$ cat src/rtl/mig_port_pkg.sv
// Shared definitions for the MIG AXI master front-end.
//   - state_t      : command FSM states
//   - RESP_*       : AXI response codes
//   - BURST_INCR   : AXI INCR burst type
//   - BOUNDARY_4K  : bursts must not cross this byte boundary
//   - log2_bytes() : log2 of bytes per data beat (AXI size field)
package mig_port_pkg;

  typedef enum logic [2:0] {IDLE, ADDR, DATA, RESP, DONE} state_t;

  localparam logic [1:0] RESP_OKAY   = 2'b00;
  localparam logic [1:0] RESP_EXOKAY = 2'b01;
  localparam logic [1:0] RESP_SLVERR = 2'b10;
  localparam logic [1:0] RESP_DECERR = 2'b11;
  localparam logic [1:0] BURST_INCR  = 2'b01;

  localparam int BOUNDARY_4K = 4096;

  function automatic int log2_bytes(input int data_w);
    return $clog2(data_w / 8);
  endfunction

endpackage

$ cat src/rtl/mig_burst_calc.sv
// Burst planner. When load is pulsed it registers the burst to issue at
// addr_in: its start address, AXI len, and the address / remaining beats
// that follow it. Burst size is min(rem_in, MAX_BURST, beats to next 4 KB).
// Ports:
//   clk, rst         : clock, synchronous active-high reset
//   load             : capture a new (addr_in, rem_in) pair
//   addr_in, rem_in  : beat-aligned start address, beats still to move
//   bst_addr/bst_len : current burst address and len (beats-1)
//   nxt_addr/nxt_rem : address and remaining beats after this burst
module mig_burst_calc
  import mig_port_pkg::*;
#(
  parameter int ADDR_W    = 28,
  parameter int DATA_W    = 256,
  parameter int MAX_BURST = 16,
  parameter int BEATS_W   = 16
) (
  input  logic              clk,
  input  logic              rst,
  input  logic              load,
  input  logic [ADDR_W-1:0]  addr_in,
  input  logic [BEATS_W-1:0] rem_in,
  output logic [ADDR_W-1:0]  bst_addr,
  output logic [7:0]         bst_len,
  output logic [ADDR_W-1:0]  nxt_addr,
  output logic [BEATS_W-1:0] nxt_rem
);

  localparam int LB = log2_bytes(DATA_W);

  logic [12:0] to_bnd;
  logic [31:0] n;

  always_comb begin
    // Beats left in the current 4 KB page; 13 bits so a page-aligned
    // address yields the full page count.
    to_bnd = (13'(BOUNDARY_4K) - {1'b0, addr_in[11:0]}) >> LB;
    n = 32'(MAX_BURST);
    if ({19'd0, to_bnd} < n) n = {19'd0, to_bnd};
    if (32'(rem_in) < n)     n = 32'(rem_in);
  end

  always_ff @(posedge clk) begin
    if (rst) begin
      bst_addr <= '0;
      bst_len  <= '0;
      nxt_addr <= '0;
      nxt_rem  <= '0;
    end else if (load) begin
      bst_addr <= addr_in;
      bst_len  <= (n == 32'd0) ? 8'd0 : 8'(n - 32'd1);
      nxt_addr <= addr_in + ADDR_W'(n << LB);  // wraps modulo 2^ADDR_W
      nxt_rem  <= rem_in - BEATS_W'(n);
    end
  end

endmodule

$ cat src/rtl/mig_axi_port.sv
// AXI4 master front-end for the MIG AXI slave port. Splits user commands
// (address, beat count, direction) into INCR bursts capped at MAX_BURST
// and never crossing 4 KB, one burst outstanding at a time.
// Ports:
//   ui_clk, ui_clk_sync_rst   : clock, synchronous active-high reset
//   init_calib_complete       : gates acceptance of new commands
//   cmd_*                     : command handshake, address, beats, direction
//   wr_*                      : user write data (passes through to W)
//   rd_*                      : user read data (passes through from R)
//   cmd_done / cmd_err        : completion pulse and sticky response error
//   err_count                 : non-OKAY response counter
//   m_axi_*                   : AXI4 master AW/W/B/AR/R channels
// Build option: define MIG_PORT_ERR_CNT_EN to implement err_count as a
// saturating count of non-OKAY B responses and R beats; otherwise it is 0.
module mig_axi_port
  import mig_port_pkg::*;
#(
  parameter int ADDR_W    = 28,
  parameter int DATA_W    = 256,
  parameter int ID_W      = 4,
  parameter int AXI_ID    = 0,
  parameter int MAX_BURST = 16,
  parameter int BEATS_W   = 16
) (
  input  logic                ui_clk,
  input  logic                ui_clk_sync_rst,
  input  logic                init_calib_complete,
  input  logic                cmd_valid,
  output logic                cmd_ready,
  input  logic                cmd_write,
  input  logic [ADDR_W-1:0]   cmd_addr,
  input  logic [BEATS_W-1:0]  cmd_beats,
  input  logic                wr_valid,
  output logic                wr_ready,
  input  logic [DATA_W-1:0]   wr_data,
  input  logic [DATA_W/8-1:0] wr_strb,
  output logic                rd_valid,
  input  logic                rd_ready,
  output logic [DATA_W-1:0]   rd_data,
  output logic                rd_last,
  output logic                cmd_done,
  output logic                cmd_err,
  output logic [15:0]         err_count,
  output logic [ID_W-1:0]     m_axi_awid,
  output logic [ADDR_W-1:0]   m_axi_awaddr,
  output logic [7:0]          m_axi_awlen,
  output logic [2:0]          m_axi_awsize,
  output logic [1:0]          m_axi_awburst,
  output logic                m_axi_awvalid,
  input  logic                m_axi_awready,
  output logic [DATA_W-1:0]   m_axi_wdata,
  output logic [DATA_W/8-1:0] m_axi_wstrb,
  output logic                m_axi_wlast,
  output logic                m_axi_wvalid,
  input  logic                m_axi_wready,
  input  logic [ID_W-1:0]     m_axi_bid,
  input  logic [1:0]          m_axi_bresp,
  input  logic                m_axi_bvalid,
  output logic                m_axi_bready,
  output logic [ID_W-1:0]     m_axi_arid,
  output logic [ADDR_W-1:0]   m_axi_araddr,
  output logic [7:0]          m_axi_arlen,
  output logic [2:0]          m_axi_arsize,
  output logic [1:0]          m_axi_arburst,
  output logic                m_axi_arvalid,
  input  logic                m_axi_arready,
  input  logic [ID_W-1:0]     m_axi_rid,
  input  logic [DATA_W-1:0]   m_axi_rdata,
  input  logic [1:0]          m_axi_rresp,
  input  logic                m_axi_rlast,
  input  logic                m_axi_rvalid,
  output logic                m_axi_rready
);

  localparam int LB = log2_bytes(DATA_W);
  localparam logic [ADDR_W-1:0] ALIGN_MASK = ~ADDR_W'((1 << LB) - 1);

  state_t state, state_nx;
  logic   is_write, err_sticky;
  logic [7:0] beat_cnt;

  logic               calc_load;
  logic [ADDR_W-1:0]  calc_addr;
  logic [BEATS_W-1:0] calc_rem;
  logic [ADDR_W-1:0]  bst_addr, nxt_addr;
  logic [7:0]         bst_len;
  logic [BEATS_W-1:0] nxt_rem;
  logic               bad_resp;

  // Response IDs are not used: one burst is outstanding with a fixed ID.
  logic unused_ids;
  assign unused_ids = ^{m_axi_bid, m_axi_rid};

  mig_burst_calc #(
    .ADDR_W(ADDR_W), .DATA_W(DATA_W), .MAX_BURST(MAX_BURST), .BEATS_W(BEATS_W)
  ) u_calc (
    .clk(ui_clk), .rst(ui_clk_sync_rst), .load(calc_load),
    .addr_in(calc_addr), .rem_in(calc_rem),
    .bst_addr(bst_addr), .bst_len(bst_len),
    .nxt_addr(nxt_addr), .nxt_rem(nxt_rem)
  );

  assign m_axi_awid    = ID_W'(AXI_ID);
  assign m_axi_arid    = ID_W'(AXI_ID);
  assign m_axi_awaddr  = bst_addr;
  assign m_axi_araddr  = bst_addr;
  assign m_axi_awlen   = bst_len;
  assign m_axi_arlen   = bst_len;
  assign m_axi_awsize  = 3'(LB);
  assign m_axi_arsize  = 3'(LB);
  assign m_axi_awburst = BURST_INCR;
  assign m_axi_arburst = BURST_INCR;
  assign m_axi_wdata   = wr_data;
  assign m_axi_wstrb   = wr_strb;
  assign rd_data       = m_axi_rdata;

  always_comb begin
    state_nx      = state;
    cmd_ready     = 1'b0;
    m_axi_awvalid = 1'b0;
    m_axi_arvalid = 1'b0;
    m_axi_wvalid  = 1'b0;
    m_axi_wlast   = 1'b0;
    wr_ready      = 1'b0;
    rd_valid      = 1'b0;
    rd_last       = 1'b0;
    m_axi_rready  = 1'b0;
    m_axi_bready  = 1'b0;
    cmd_done      = 1'b0;
    cmd_err       = 1'b0;
    bad_resp      = 1'b0;
    calc_load     = 1'b0;
    calc_addr     = nxt_addr;
    calc_rem      = nxt_rem;
    case (state)
      IDLE: begin
        // Gated by reset so cmd_ready reads 0 while reset is held.
        cmd_ready = init_calib_complete & ~ui_clk_sync_rst;
        if (cmd_valid && cmd_ready) begin
          calc_load = 1'b1;
          calc_addr = cmd_addr & ALIGN_MASK;
          calc_rem  = cmd_beats;
          state_nx  = (cmd_beats == '0) ? DONE : ADDR;
        end
      end
      ADDR: begin
        m_axi_awvalid = is_write;
        m_axi_arvalid = ~is_write;
        if (is_write ? m_axi_awready : m_axi_arready) state_nx = DATA;
      end
      DATA: begin
        if (is_write) begin
          m_axi_wvalid = wr_valid;
          wr_ready     = m_axi_wready;
          m_axi_wlast  = (beat_cnt == bst_len);
          if (wr_valid && m_axi_wready && m_axi_wlast) state_nx = RESP;
        end else begin
          rd_valid     = m_axi_rvalid;
          m_axi_rready = rd_ready;
          rd_last      = m_axi_rlast && (nxt_rem == '0);
          if (m_axi_rvalid && rd_ready) begin
            bad_resp = (m_axi_rresp != RESP_OKAY);
            if (m_axi_rlast) begin
              calc_load = (nxt_rem != '0);
              state_nx  = (nxt_rem == '0) ? DONE : ADDR;
            end
          end
        end
      end
      RESP: begin
        m_axi_bready = 1'b1;
        if (m_axi_bvalid) begin
          bad_resp  = (m_axi_bresp != RESP_OKAY);
          calc_load = (nxt_rem != '0);
          state_nx  = (nxt_rem == '0) ? DONE : ADDR;
        end
      end
      DONE: begin
        cmd_done = 1'b1;
        cmd_err  = err_sticky;
        state_nx = IDLE;
      end
      default: state_nx = IDLE;
    endcase
  end

  always_ff @(posedge ui_clk) begin
    if (ui_clk_sync_rst) begin
      state      <= IDLE;
      is_write   <= 1'b0;
      err_sticky <= 1'b0;
      beat_cnt   <= '0;
    end else begin
      state <= state_nx;
      if (state == IDLE && cmd_valid && cmd_ready) begin
        is_write   <= cmd_write;
        err_sticky <= 1'b0;
      end else if (bad_resp) begin
        err_sticky <= 1'b1;
      end
      if (state == ADDR)                              beat_cnt <= '0;
      else if (m_axi_wvalid && m_axi_wready)          beat_cnt <= beat_cnt + 8'd1;
    end
  end

`ifdef MIG_PORT_ERR_CNT_EN
  logic [15:0] err_cnt_q;
  always_ff @(posedge ui_clk) begin
    if (ui_clk_sync_rst)                       err_cnt_q <= '0;
    else if (bad_resp && err_cnt_q != 16'hFFFF) err_cnt_q <= err_cnt_q + 16'd1;
  end
  assign err_count = err_cnt_q;
`else
  assign err_count = 16'd0;
`endif

endmodule

$ cat config.mk
export PLATFORM = sky130hd
export DESIGN_NAME = mig_axi_port
export DESIGN_NICKNAME = d
export VERILOG_FILES = /design/src/rtl/mig_port_pkg.sv /design/src/rtl/mig_burst_calc.sv /design/src/rtl/mig_axi_port.sv
export SDC_FILE = /design/constraint.sdc
export NUM_CORES = 1
export LEC_CHECK = 0
export CAP_MARGIN = 15
export CORE_AREA = 5 5 494 496
export CTS_CLUSTER_SIZE = 16
export DETAILED_ROUTE_END_ITERATION = 10
export DIE_AREA = 0 0 499 501
export PLACE_DENSITY = 0.3
export REMOVE_ABC_BUFFERS = 1
export SKIP_CTS_REPAIR_TIMING = 1
export SYNTH_ARGS = -nofsm -noshare
export SYNTH_HDL_FRONTEND = slang
export SYNTH_HIERARCHICAL = 1
export SYNTH_SLANG_ARGS = --single-unit
export TNS_END_PERCENT = 1
$ cat constraint.sdc
create_clock -name ui_clk -period 12.3 [get_ports ui_clk]
set_clock_uncertainty 0.05 [all_clocks]
set_input_delay 2.46 -clock ui_clk [delete_from_list [all_inputs] [get_ports ui_clk]]
set_output_delay 2.46 -clock ui_clk [all_outputs]
set_load 0.005 [all_outputs]
==> flow_summary.ini, run 1 <==
[yosys]
async_reset_ff_share_pct = 0
synth.cell_area_mm2 = 0.0107
synth_cells = 1323
ys_top_cells_by_count = buf_4, dfxtp_1, nor2_1
ys_ff_latch = 88
ys_types = 80
synth_area_leaders = buf_4, dfxtp_1, mux2_2
synth_enable_flop_cells = 0
synth_top_cell_by_area = buf_4
synth.top_cell.area_share_pct = 43.4
ys_warn_count = 6
ys_seq_area_share_pct = 16.4
avgSynthCellArea_um2 = 8.11
synth_ff_type = dfxtp_1
yosysMostFrequentCell = buf_4

[power_and_ir_drop]
seq_power_share_pct = 26.5
p_total_mw = 1.38
clockPowerShare_pct = 22.2
power_density_mw_per_mm2 = 117
power_switching_mw = 0.624
sw_frac_of_total_pct = 45.2
ir_drop_v = 0.0000584
p_int_mw = 0.756
comb_power_share_pct = 51.3
leakage_nw = 3.22

[timing]
rsz0062_at_grt = no
setup_viol = 0
hold_viol_final = 0
worstMarginPinSlew_ns = 0.967
min_period_ns = 9.23
post-route-period-util_pct = 75.0
slew_headroom_pct = 35.4
drv_slew = 0
fmax_ghz = 0.108
fin_setup_tns_ns = 0

[clock_network]
cts_buffers = 9
cts_tree = built
clock_sinks = 88
insertion_delay_ns = 0.41
clockRootBuffer = clkbuf_16
clkTransAtPathRegs_ns = 0.08
clk_path_buf_depth = 2
htreeDepth = 3

[setup_path]
worstReg2RegStart = state[0]$_SDFFE_PP0P_
crit_path_start_kind = primary input
crit_start = init_calib_complete
reg2regPathDepth = 21
arrival_ns = 9.46
cpMostUsedCell = ha_1
cp_top_family = compound AO/OA/AOI/OAI gates
crit_end = u_calc/nxt_addr[22]$_SDFFE_PP0P_
slowest_stage = a21boi_1
critical_path_buf_inv_count = 2
ff2ff_setup_slack_ns = 4.79
critPathMaxStageDelay_ns = 0.77
crit_chain = clkdlybuf4s50_1 > and3_2 > nand2_4 > and2_1 > nor3_1 > nand3b_1 > xor2_1 > nand2_1 > ha_1 > a21o_1 > a311oi_4 > a2111oi_0 > a21oi_1 > inv_1 > ha_1 > a211oi_1 > o21a_1 > o21ai_0 > a21boi_1 > nor4_1 > or3_1
required_ns = 12.53
path_class = primary input to flop
crit_path_max_fanout = 20
end_kind = flop
path_depth = 21
rr_endpoint = u_calc/nxt_addr[22]$_SDFFE_PP0P_

[global_routing]
antenna_found_initial = 36
track_usage_pct = 29.5
grt_pass1_wl_um = 400000
grt_overflow = 0
grt_pass1_vias = 7806
grt_max_degree = 47

[placed_design]
io_buffers = 139
globalplace.congestion = 1.35
placed_cell_area_mm2 = 0.0115
dp_hpwl_um = 374000

[detailed_routing]
m1WireLength_um = 23700
met3WireLength_um = 119000
drc = 0
drtPass1Iterations = 5
wirelength_um = 382000
routedWlPerCell_um = 93.7
wl_met2_um = 189000
via_count = 9558
top_layer_used = met5
drt_iter0_drc = 1121
ant_nets = 0
routed_via_density = 2.34

[die]
rows = 180
initial_core_util_pct = 4.49
io_pins = 1275
dieWidth_um = 499
die_area_mm2 = 0.250
core_mm2 = 0.239
die_y_um = 501

[flow_run]
drv_cap = 0

[finish]
fin_nets = 1521
drive_above_1_share_pct = 10.0
fin_util_pct = 4.95
design_area_mm2 = 0.0119
syn2layout_area_growth_pct = 10.4

[run_status]
status = complete, no violations

[worst_hold_path]
holdCritPathClass = flop to flop
[tightest hold or removal path, stage by stage, from the launching register on]
cell	delay [ns]
dfxtp_1	0.33
nand2_1	0.04
o21ai_0	0.06
[placed cells by master, fill, tap and decap left out, types with 4 or more instances in the layout]
| cell | n |
|---|---|
| diode_2 | 12 |
| a32oi_1 | 6 |
| nand3b_1 | 7 |
| or3_1 | 6 |
| a31oi_1 | 6 |
| o21ai_0 | 28 |
| nand4_1 | 9 |
| nand3_1 | 17 |
| nor3b_1 | 6 |
| and3_1 | 10 |
| a21o_1 | 10 |
| a21oi_1 | 33 |
| a21boi_0 | 4 |
| nor4_1 | 16 |
| and2_1 | 14 |
| buf_4 | 9 |
| o211ai_1 | 6 |
| nand2_1 | 47 |
| nand2b_1 | 6 |
| nor3_1 | 15 |
| inv_1 | 18 |
| o21a_1 | 10 |
| a22o_1 | 4 |
| ha_1 | 31 |
| xnor2_1 | 18 |
| a2111o_1 | 4 |
| clkbuf_16 | 9 |
| mux2_2 | 38 |
| a32o_1 | 5 |
| mux2i_1 | 40 |
| conb_1 | 47 |
| dfxtp_1 | 88 |
| a211oi_1 | 13 |
| nor2_1 | 77 |
| clkdlybuf4s50_1 | 138 |
| xor2_1 | 19 |
[sequential cells by signal, indices dropped and copies added, names as in the netlist]
| register | count |
|---|---|
| err_sticky | 1 |
| u_calc/bst_addr | 28 |
| is_write | 1 |
| u_calc/bst_len | 8 |
| u_calc/nxt_rem | 16 |
| u_calc/nxt_addr | 23 |
| beat_cnt | 8 |
| state | 3 |
[per-stage QoR]
step                      worst slack, ns  hold WS [ns]  std cells
after floorplan                      1.87         0.370        717
after detailed placement             2.62         0.396       4049
after CTS                            3.00         0.415       4064
final                                3.07         0.416       4076
after global routing                 2.77         0.444       4065
after global placement               2.58         0.386       4049
[final cells by class]
| type | instances | area [um^2] |
|---|---|---|
| diodes | 12 | 30.0 |
| clock buffers | 12 | 267 |
| clock inverters | 3 | 25.0 |
| fillers | 28400 | 227000 |
| inverters | 19 | 71.3 |
| multi-input cells | 610 | 4260 |
| flip-flops and latches | 88 | 1760 |
| well taps | 3185 | 3990 |
| repair buffers | 147 | 1450 |
[worst min path at each step]
stage	from	endpoint	slack [ns]	cells after the start
6_report	u_calc/nxt_addr[17]$_SDFFE_PP0P_	u_calc/nxt_addr[17]$_SDFFE_PP0P_	0.42	2
5_1_grt	u_calc/nxt_addr[17]$_SDFFE_PP0P_	u_calc/nxt_addr[17]$_SDFFE_PP0P_	0.44	2
4_1_cts	u_calc/nxt_addr[16]$_SDFFE_PP0P_	u_calc/nxt_addr[16]$_SDFFE_PP0P_	0.42	2
3_5_place_dp	u_calc/nxt_addr[16]$_SDFFE_PP0P_	u_calc/nxt_addr[16]$_SDFFE_PP0P_	0.40	2
3_3_place_gp	u_calc/nxt_addr[16]$_SDFFE_PP0P_	u_calc/nxt_addr[16]$_SDFFE_PP0P_	0.39	2
2_1_floorplan	u_calc/nxt_addr[16]$_SDFFE_PP0P_	u_calc/nxt_addr[16]$_SDFFE_PP0P_	0.37	2
[layer usage]
layer	GRT usage, %	vias up
met5	15.5	-
met4	26.9	76
met3	44.5	366
met2	52.3	2434
met1	4.40	3777
li1	-	2905
[cells by family after synthesis]
group / after synthesis / synth area share [%]
buffers and inverters: 668 / 45.6
and+or+nand+nor: 255 / 12.5
AOI/OAI and AO/OA: 159 / 10.5
DFF: 88 / 16.4
muxes: 79 / 7.82
xor gates and xnor gates: 37 / 3.02
adders and majority gates: 33 / 3.99
other: 4 / 0.140
[power by group through the flow]
stage                     Combinational (mW)  Clock (mW)  Sequential (mW)
after global placement                 0.706           0            0.375
after global routing                   0.762       0.329            0.370
after floorplan                        0.457           0            0.347
final                                  0.709       0.307            0.365
after detailed placement               0.702           0            0.376
after CTS                              0.704       0.322            0.369
No activity file was read; power rests on OpenSTA's default activity.
==> run 2, diff against run 1 <==
--- a/config.mk
+++ b/config.mk
@@ -6,10 +6,10 @@
 export NUM_CORES = 1
 export LEC_CHECK = 0
 export CAP_MARGIN = 15
-export CORE_AREA = 5 5 494 496
+export CORE_AREA = 5 5 496 498
 export CTS_CLUSTER_SIZE = 16
 export DETAILED_ROUTE_END_ITERATION = 10
-export DIE_AREA = 0 0 499 501
+export DIE_AREA = 0 0 501 503
 export PLACE_DENSITY = 0.3
 export REMOVE_ABC_BUFFERS = 1
 export SKIP_CTS_REPAIR_TIMING = 1
==> constraint.sdc (replaced) <==
create_clock -name ui_clk -period 8.6 [get_ports ui_clk]
set_clock_uncertainty 0.05 [all_clocks]
set_input_delay 1.72 -clock ui_clk [delete_from_list [all_inputs] [get_ports ui_clk]]
set_output_delay 1.72 -clock ui_clk [all_outputs]
set_load 0.005 [all_outputs]
==> run 2 against run 1 <==
Non-clock buffer count grew 4. Setup slack lost 2.1 ns. First-iteration DRC count shrank 19%. Die area grew 0.80%. Cell area grew 0.70%. Highest routed layer unchanged. Combinational power grew 40%. Via count shrank 3.1%. Sequential cell count is the same. Sequential power grew 42%. Count of clock-buffer cells in the layout shrank 3.
==> flow_summary.ini, run 2 (synthesis results as in run 1) <==
[die]
core_mm2 = 0.242
initial_core_util_pct = 4.44
io_pins = 1275
die_y_um = 503
rows = 181
die_area_mm2 = 0.252
dieWidth_um = 501

[setup_path]
rr_endpoint = u_calc/nxt_addr[21]$_SDFFE_PP0P_
crit_path_max_fanout = 13
crit_chain = clkdlybuf4s50_1 > and3_2 > nand2_4 > mux2_2 > nor4_1 > nand3b_1 > o21a_1 > ha_1 > nand3_1 > nor2_1 > o21ai_1 > and2_4 > a21oi_1 > inv_1 > ha_1 > fa_1 > a21o_1 > a211oi_1 > o211ai_1 > nand3_1 > buf_4 > a2111o_1 > nand3_1
end_kind = flop
path_class = primary input to flop
required_ns = 8.83
ff2ff_setup_slack_ns = 1.77
critPathMaxStageDelay_ns = 0.48
slowest_stage = nor4_1
reg2regPathDepth = 23
worstReg2RegStart = state[2]$_SDFFE_PP0P_
crit_path_start_kind = primary input
arrival_ns = 7.86
cpMostUsedCell = nand3_1

[finish]
largest_reg_flops = 28
layout_common_cells = clkdlybuf4s50_1, dfxtp_1, nor2_1
syn2layout_area_growth_pct = 11.2
multi_input_area_mm2 = 0.00426
drive_above_1_share_pct = 10.3
fillers = 28500
seq_area_mm2 = 0.00176
largest_registers = u_calc/bst_addr x28, u_calc/nxt_addr x23, u_calc/nxt_rem x16
fin_util_pct = 4.94
fin_nets = 1525
top_register = u_calc/bst_addr
final_common_cell = clkdlybuf4s50_1

[timing]
rsz0062_at_grt = no
fin_setup_tns_ns = 0
slew_headroom_pct = 37.2
hold_viol_final = 0
worstMarginPinSlew_ns = 0.943
post-route-period-util_pct = 88.7
fmax_ghz = 0.131
drv_slew = 0
setup_viol = 0
min_period_ns = 7.63

[global_routing]
grt_pass1_vias = 7753
grt_pass1_wl_um = 397000
track_usage_pct = 29.1
antenna_found_initial = 35
grt_overflow = 0
grt_max_degree = 53

[clock_network]
cts_buffers = 9
cts_tree = built
clk_path_buf_depth = 2
clock_sinks = 88
insertion_delay_ns = 0.40
clkTransAtPathRegs_ns = 0.08
clockRootBuffer = clkbuf_16
htreeDepth = 3

[placed_design]
dp_hpwl_um = 373000
globalplace.congestion = 1.45
io_buffers = 139

[power_and_ir_drop]
ir_drop_v = 0.0000838
leakage_nw = 3.26
power_density_mw_per_mm2 = 166

[worst_hold_path]
holdPathStages = 2
holdPathEnd = u_calc/nxt_addr[16]$_SDFFE_PP0P_
min_from = u_calc/nxt_addr[16]$_SDFFE_PP0P_
holdCritPathClass = flop to flop

[detailed_routing]
drtPass1Iterations = 4
drc = 0
ant_nets = 0
routedWlPerCell_um = 92.9
routed_via_density = 2.26
drt_iter0_drc = 909
via_count = 9260
wirelength_um = 381000

[run_status]
status = complete, no violations

[flow_run]
drv_cap = 0
run 2: layout make-up:
| cell class | instances | share of cell area [%] |
|---|---|---|
| tap | 3202 | 33.6 |
| antenna | 12 | 0.252 |
| clock buffer | 9 | 1.89 |
| timing repair buffer | 151 | 12.5 |
| multi-input combinational | 610 | 35.7 |
| inverter | 19 | 0.598 |
| clock inverter | 6 | 0.786 |
| sequential | 88 | 14.8 |
run 2: critical path: cells and delay by family:
kind | cells | cell delay [ns]
AO/OA/AOI/OAI | 7 | 1.97
adder cells (fa/ha/maj) | 3 | 1.05
buffers and inverters | 3 | 0.75
multiplexers | 1 | 0.45
AND/OR/NAND/NOR | 9 | 1.87
run 2: metrics by stage:
stage	std cells	setup slack [ns]	cell area [um^2]	total power, mW	hold WS [ns]
floorplan	717	-1.09	6070	1.15	0.370
global placement	4070	0.468	11600	1.53	0.385
detailed placement	4070	0.558	11600	1.52	0.397
CTS	4085	0.966	11900	2.02	0.417
global route	4086	0.546	11900	2.11	0.450
finish	4097	0.971	11900	1.99	0.411
run 2: power by group:
group	total [mW]	internal (mW)	switching, mW
combinational	0.993	0.413	0.580
sequential	0.520	0.452	0.0680
clock	0.473	0.256	0.217
total	1.99	1.12	0.866
run 2: metal layers:
layer / share of wire [%] / track usage, % / vias up
met5: 1.7 / 18.4 / -
met4: 11 / 25.9 / 60
met1: 6.0 / 4.33 / 3637
li1: - / - / 2919
met3: 31 / 43.7 / 326
met2: 50 / 51.9 / 2318
run 2: how the worst max path moves through the flow:
stage                                   start                                to  slack [ns]  cells after the start
after floorplan                  m_axi_rvalid  u_calc/nxt_addr[20]$_SDFFE_PP0P_       -1.09                      6
after global placement    init_calib_complete  u_calc/nxt_addr[21]$_SDFFE_PP0P_        0.47                     23
after detailed placement  init_calib_complete  u_calc/nxt_addr[23]$_SDFFE_PP0P_        0.56                     23
after CTS                 init_calib_complete  u_calc/nxt_addr[21]$_SDFFE_PP0P_        0.97                     23
after global routing      init_calib_complete  u_calc/nxt_addr[23]$_SDFFE_PP0P_        0.55                     24
final                     init_calib_complete  u_calc/nxt_addr[21]$_SDFFE_PP0P_        0.97                     23
